File: src/rtl/light_pkg.sv
// Shared definitions for the light_bank channel controllers.
//   MODE_RISE / MODE_ANY : values for the light_bank MODE parameter
//   light_mode_t         : decoded toggle mode used inside the bank
package light_pkg;

  localparam int unsigned MODE_RISE = 0;
  localparam int unsigned MODE_ANY  = 1;

  typedef enum logic {
    LM_RISE = 1'b0,
    LM_ANY  = 1'b1
  } light_mode_t;

  // Decides whether an accepted debounce change flips the light.
  // stable_q is the value before the accept, so a rise means it was 0.
  function automatic logic light_event(light_mode_t mode, logic accept, logic stable_q);
    return accept & ((mode == LM_ANY) | ~stable_q);
  endfunction

endpackage

File: src/rtl/light_debounce.sv
// One light channel front end: 2-flop synchroniser per switch,
// XOR combine, and a consecutive-cycle debounce counter.
//   clk, rst_n   : clock, async active-low reset
//   sw_i         : raw switch levels for this channel
//   stable_o     : debounced parity (registered)
//   accept_c_o   : high in the cycle whose edge updates stable_o (combinational)
module light_debounce
  import light_pkg::*;
#(
  parameter int unsigned NSW    = 2,
  parameter int unsigned DB_CNT = 1000
) (
  input  logic           clk,
  input  logic           rst_n,
  input  logic [NSW-1:0] sw_i,
  output logic           stable_o,
  output logic           accept_c_o
);

  localparam int unsigned CW       = $clog2(DB_CNT + 1);
  localparam int unsigned CNT_LAST = DB_CNT - 1;

  logic [NSW-1:0] s1_q;
  logic [NSW-1:0] s2_q;
  logic           raw_c;
  logic           stable_q;
  logic           stable_d;
  logic [CW-1:0]  cnt_q;
  logic [CW-1:0]  cnt_d;

  // Metastability synchroniser, one pair of flops per switch.
  always_ff @(posedge clk or negedge rst_n) begin
    if (!rst_n) begin
      s1_q <= '0;
      s2_q <= '0;
    end else begin
      s1_q <= sw_i;
      s2_q <= s1_q;
    end
  end

  // Any single switch flip changes the request.
  assign raw_c = ^s2_q;

  // Count consecutive cycles of disagreement; any agreement restarts.
  always_comb begin
    stable_d   = stable_q;
    cnt_d      = cnt_q;
    accept_c_o = 1'b0;
    if (raw_c == stable_q) begin
      cnt_d = '0;
    end else if (cnt_q == CW'(CNT_LAST)) begin
      stable_d   = raw_c;
      cnt_d      = '0;
      accept_c_o = 1'b1;
    end else begin
      cnt_d = cnt_q + CW'(1);
    end
  end

  always_ff @(posedge clk or negedge rst_n) begin
    if (!rst_n) begin
      stable_q <= 1'b0;
      cnt_q    <= '0;
    end else begin
      stable_q <= stable_d;
      cnt_q    <= cnt_d;
    end
  end

  assign stable_o = stable_q;

endmodule

File: src/rtl/light_bank.sv
// Bank of CH independent multi-way light controllers.
//   clk, rst_n : clock, async active-low reset
//   sw         : CH*NSW raw switch levels, channel c uses sw[c*NSW +: NSW]
//   clr        : per-channel synchronous clear of light to INIT
//   light      : registered light state per channel
//   toggled    : registered one-cycle pulse after each light flip
module light_bank
  import light_pkg::*;
#(
  parameter int unsigned CH     = 4,
  parameter int unsigned NSW    = 2,
  parameter int unsigned DB_CNT = 1000,
  parameter int unsigned MODE   = MODE_RISE,
  parameter logic        INIT   = 1'b1
) (
  input  logic              clk,
  input  logic              rst_n,
  input  logic [CH*NSW-1:0] sw,
  input  logic [CH-1:0]     clr,
  output logic [CH-1:0]     light,
  output logic [CH-1:0]     toggled
);

  localparam light_mode_t MODE_E = (MODE == MODE_ANY) ? LM_ANY : LM_RISE;

  logic [CH-1:0] stable_w;
  logic [CH-1:0] accept_c;
  logic [CH-1:0] light_q;
  logic [CH-1:0] light_d;
  logic [CH-1:0] toggled_q;
  logic [CH-1:0] toggled_d;

  for (genvar c = 0; c < CH; c++) begin : g_ch
    light_debounce #(
      .NSW    (NSW),
      .DB_CNT (DB_CNT)
    ) u_deb (
      .clk        (clk),
      .rst_n      (rst_n),
      .sw_i       (sw[c*NSW +: NSW]),
      .stable_o   (stable_w[c]),
      .accept_c_o (accept_c[c])
    );
  end

  // Clear beats a coincident event; the debouncer still advances.
  always_comb begin
    light_d   = light_q;
    toggled_d = '0;
    for (int unsigned c = 0; c < CH; c++) begin
      if (clr[c]) begin
        light_d[c] = INIT;
      end else if (light_event(MODE_E, accept_c[c], stable_w[c])) begin
        light_d[c]   = ~light_q[c];
        toggled_d[c] = 1'b1;
      end
    end
  end

  always_ff @(posedge clk or negedge rst_n) begin
    if (!rst_n) begin
      light_q   <= {CH{INIT}};
      toggled_q <= '0;
    end else begin
      light_q   <= light_d;
      toggled_q <= toggled_d;
    end
  end

  assign light   = light_q;
  assign toggled = toggled_q;

endmodule

File: config.mk
export PLATFORM = sky130hd
export DESIGN_NAME = light_bank
export DESIGN_NICKNAME = d
export VERILOG_FILES = /design/src/rtl/light_pkg.sv /design/src/rtl/light_debounce.sv /design/src/rtl/light_bank.sv
export SDC_FILE = /design/constraint.sdc
export NUM_CORES = 1
export LEC_CHECK = 0
export ABC_AREA = 1
export CAP_MARGIN = 25
export CORE_AREA = 2 2 79 111
export CTS_CLUSTER_DIAMETER = 80
export DETAILED_ROUTE_END_ITERATION = 8
export DIE_AREA = 0 0 81 113
export PLACE_DENSITY = 0.59
export SLEW_MARGIN = 0
export SYNTH_ARGS = -nofsm -noshare
export SYNTH_HDL_FRONTEND = slang
export SYNTH_SLANG_ARGS = --single-unit
File: constraint.sdc
create_clock -name clk -period 1.1 [get_ports clk]
set_input_delay 0.165 -clock clk [delete_from_list [all_inputs] [get_ports clk]]
set_output_delay 0.165 -clock clk [all_outputs]
set_load 0.03 [all_outputs]
==> metrics.md <==
| Metric | Value |
|---|---|
| Relative slew slack | approximately 76% |
| CP Class | reg2reg |
| Synth cell types | 24 |
| Pins over their slew limit | 0 |
| Final wirelength | roughly 6000 um |
| Clock sinks | 68 |
| Non-Filler Instances | approximately 550 |
| Final core occ | ~56% |
| Synth async-reset ratio | 100% |
| Top-area cell type share of the netlist area | around half |
| Post-synthesis xor/xnor area fraction | under 10% |
| Status | complete, but fails checks |
| Routability cong. | 0.817 |
| Most common cell in the synthesized netlist | nand2_1 |
| Seq. cell area | 1710 sq um |
| Die area | 9150 sq um |
| Multi-input logic area | 1640 sq um |
| Top_reg_cell synth | dfrtp_1 |
| #FFs+latches synth | 68 |
| Cts bufs inserted | 9 |
| Largest net degree at the start of global routing | 69 |
| Post-route ant nets | 0 |
| Final worst slack | -0.129 ns |
| Antenna fix cells | 0 |
| Clk_skew | 0.00802 ns |
| Combinational family with the most area after synthesis | simple AND/OR/NAND/NOR gates |
| Fmax | roughly 810 MHz |
| Overall die width | ~81 um |
| Post-synthesis simple-gate area fraction | 32.3% |
| Layout area overhead | 41.3% |
| Hold Vio Cnt, Final | 0 |
| Starting Density | between 30% and 40% |
| Deepest clock path buffer count | 2 |
| Compound-gate portion of the synthesized area | 2.86% |
| Yosys warns | 0 |
| Worst Tran Pin Value | between 0.3 and 0.4 ns |
| Crit end category | register |
| Iter 0 DRT Violations | roughly 110 |
| CP startpoint kind | register |
| PwrDens | between 1000 and 1500 nW/um^2 |
| Worst Path Max Fanout | 8 |
| Net Count, Synth | roughly 390 |
| Final net count | roughly 460 |
| Total grt overflow | 0 |
| Row count | 39 |
| Static Leak | roughly 0.0023 uW |
| First-pass DRT Iterations | 4 |
| Clk Latency, worst-skew pair | around 0.33 ns |
| Vias per inst | 4.66 |
| CTS root buf | clkbuf_16 |
| First-pass GRT wire length | around 11,000 um |
| Die Ht | roughly 110 um |
| Residual DRC | 0 |
| # port buffers | 21 |
| Total GRT Usage | between 15 and 20% |
| Mapped Cells | approximately 370 |
| HP Class | in2reg |
| Setup Viol. Count Final | 54 |
| Share of cells above drive strength 1 | a little over a third |
| H-tree depth | 3 |
| VDD IR max | roughly 0.96 mV |
| Violations in the final reports | negative setup slack |
| Placed cells | 523 |
| Syn_area_per_cell | just under 9 sq um |
| Max Cap Viol | 0 |
| Vias in the first global route | around 2,500 |
| Ranking of synthesized cells by area | dfrtp_1, nand2_1, inv_1 |
| Worst EP required | 1.32 ns |
| Clk slew on worst S/H paths | about 0.060 ns |
| Vias | roughly 2,500 |
| Final Cycle Share | 112% |
| RSZ-0062 raised after global routing | yes |
| HPWL reported at the end of detailed placement | 4030 um |
| Synth Cell Area | between 3000 and 4000 sq um |
| I/O Pins | 22 |
| Post-synth EDFFs | 0 |
| Minimum clock period | around 1.2 ns |
| Sequential share of the synthesized area | a little over half |
| Fillers | between 700 and 800 |
| Hold WS | between 0.2 and 0.3 ns |
| Core area | between 8000 and 9000 sq um |
| Synth Area in Adders | 1.57% |
| Critical path arrival | between 1 and 1.5 ns |
| CTS tree | yes |
| Multiplexer share of the synthesized area | 0% |
| Wirelength per Cell | around 11 um |
| Initial antenna violation count | 0 |
| Leading area contributor after synthesis | dfrtp_1 |
| Synth cell count leaders | nand2_1, dfrtp_1, inv_1 |
-- critical path, cell delays in order (launching register included) --
cell and delay, ns:
dfrtp_1 0.39, ha_4 0.17, nand2_4 0.07, nor2_4 0.13
nand3b_4 0.15, nand2_8 0.15, nor2_1 0.06
-- kinds of logic after synthesis --
group / after synthesis
buffers and inverters: 59
AND/OR/NAND/NOR: 209
flip-flops: 68
AO/OA/AOI/OAI: 16
XOR/XNOR: 11
adder cells (fa/ha/maj): 4
-- metrics by stage --
stage / power (uW) / instance area [sq um] / setup slack (ns) / setup TNS [ns]
floorplan: 2960 / 3250 / -0.0380 / -0.209
global placement: 3150 / 3820 / -0.0765 / -2.24
detailed placement: 3170 / 3820 / -0.131 / -3.73
CTS: 6120 / 4350 / -0.113 / -3.89
global route: 6360 / 4520 / -0.205 / -7.90
finish: 6090 / 4520 / -0.129 / -3.78
-- flip-flops by register name (all words and copies together) (netlist names) --
signal               cells
g_ch.u_deb.stable_o      4
g_ch.u_deb.cnt_q        40
light                    4
g_ch.u_deb.s1_q          8
toggled                  4
g_ch.u_deb.s2_q          8
-- report_power, final --
group          switching (uW)  internal [uW]  leakage, uW
logic                     310            269      0.00123
clock network            1000           1810     0.000144
registers                88.3           2610     0.000887
-- final cells by class --
type                    instances  area share (%)
clock inverters                 3           0.887
flip-flops and latches         68            37.8
repair buffers                 62            11.7
inverters                      59            4.96
clock buffers                  13            5.54
multi-input cells             240            36.3
well taps                     102            2.83
-- final timing paths --
kind / from / to / slack (ns) / cells past startpoint
worst max-delay path: g_ch[3].u_deb.cnt_q[1]$_DFF_PN0_ / g_ch[3].u_deb.cnt_q[6]$_DFF_PN0_ / -0.13 / 6
min in group asynchronous: rst_n / g_ch[3].u_deb.stable_o$_DFFE_PN0N_ / 0.38 / 3
worst min register to register: g_ch[1].u_deb.s1_q[0]$_DFF_PN0_ / g_ch[1].u_deb.s2_q[0]$_DFF_PN0_ / 0.34 / 0
worst max register to register: g_ch[3].u_deb.cnt_q[1]$_DFF_PN0_ / g_ch[3].u_deb.cnt_q[6]$_DFF_PN0_ / -0.13 / 6
worst min-delay path: sw[0] / g_ch[0].u_deb.s1_q[0]$_DFF_PN0_ / 0.27 / 1
max in group asynchronous: rst_n / light[2]$_DFFE_PN1P_ / 0.39 / 3
-- per-layer routing --
| layer | wire length (um) | share of wire [%] | vias up | track usage [%] |
|---|---|---|---|---|
| li1 | - | - | 1306 | - |
| met1 | 2530 | 42 | 1204 | 17.3 |
| met4 | 171 | 2.8 | 0 | 8.47 |
| met5 | 0 | 0 | - | 0 |
| met3 | 149 | 2.5 | 11 | 3.35 |
| met2 | 3180 | 53 | 27 | 25.9 |
-- cell usage in the layout, fill, tap and decap left out, types with 2 or more instances in the layout --
| cell type | Yosys | layout |
|---|---|---|
| nand3_1 | 33 | 18 |
| ha_4 | 0 | 3 |
| a31oi_1 | 5 | 5 |
| xor2_2 | 0 | 3 |
| nor2_1 | 51 | 31 |
| nand3_2 | 2 | 16 |
| nor3_2 | 0 | 5 |
| buf_6 | 0 | 5 |
| o21ai_1 | 3 | 4 |
| xor2_1 | 8 | 5 |
| nand3b_4 | 3 | 3 |
| buf_4 | 0 | 42 |
| clkinv_2 | 0 | 2 |
| clkdlybuf4s50_1 | 0 | 12 |
| nand2_4 | 0 | 8 |
| nand3b_1 | 3 | 3 |
| clkbuf_16 | 0 | 9 |
| clkbuf_1 | 0 | 3 |
| o21bai_1 | 2 | 2 |
| inv_2 | 3 | 4 |
| nand2_1 | 73 | 61 |
| inv_1 | 56 | 54 |
| nand4_1 | 13 | 13 |
| nor2_2 | 14 | 22 |
| nand2_2 | 7 | 10 |
| a21oi_1 | 4 | 3 |
| xnor2_1 | 3 | 3 |
| dfrtp_1 | 64 | 64 |
| nor2_4 | 3 | 15 |
| dfstp_2 | 4 | 4 |
-- repair_timing --
| action | CTS | global route |
|---|---|---|
| gates cloned | 0 | 0 |
| hold endpoints to repair | 64 | 0 |
| setup endpoints to repair | 55 | 56 |
| hold buffers | 1 | 0 |
| pin swaps | 15 | 16 |
| buffers inserted | 5 | 2 |
| gates resized for setup | 39 | 43 |
(Power assumes the default switching activity.)
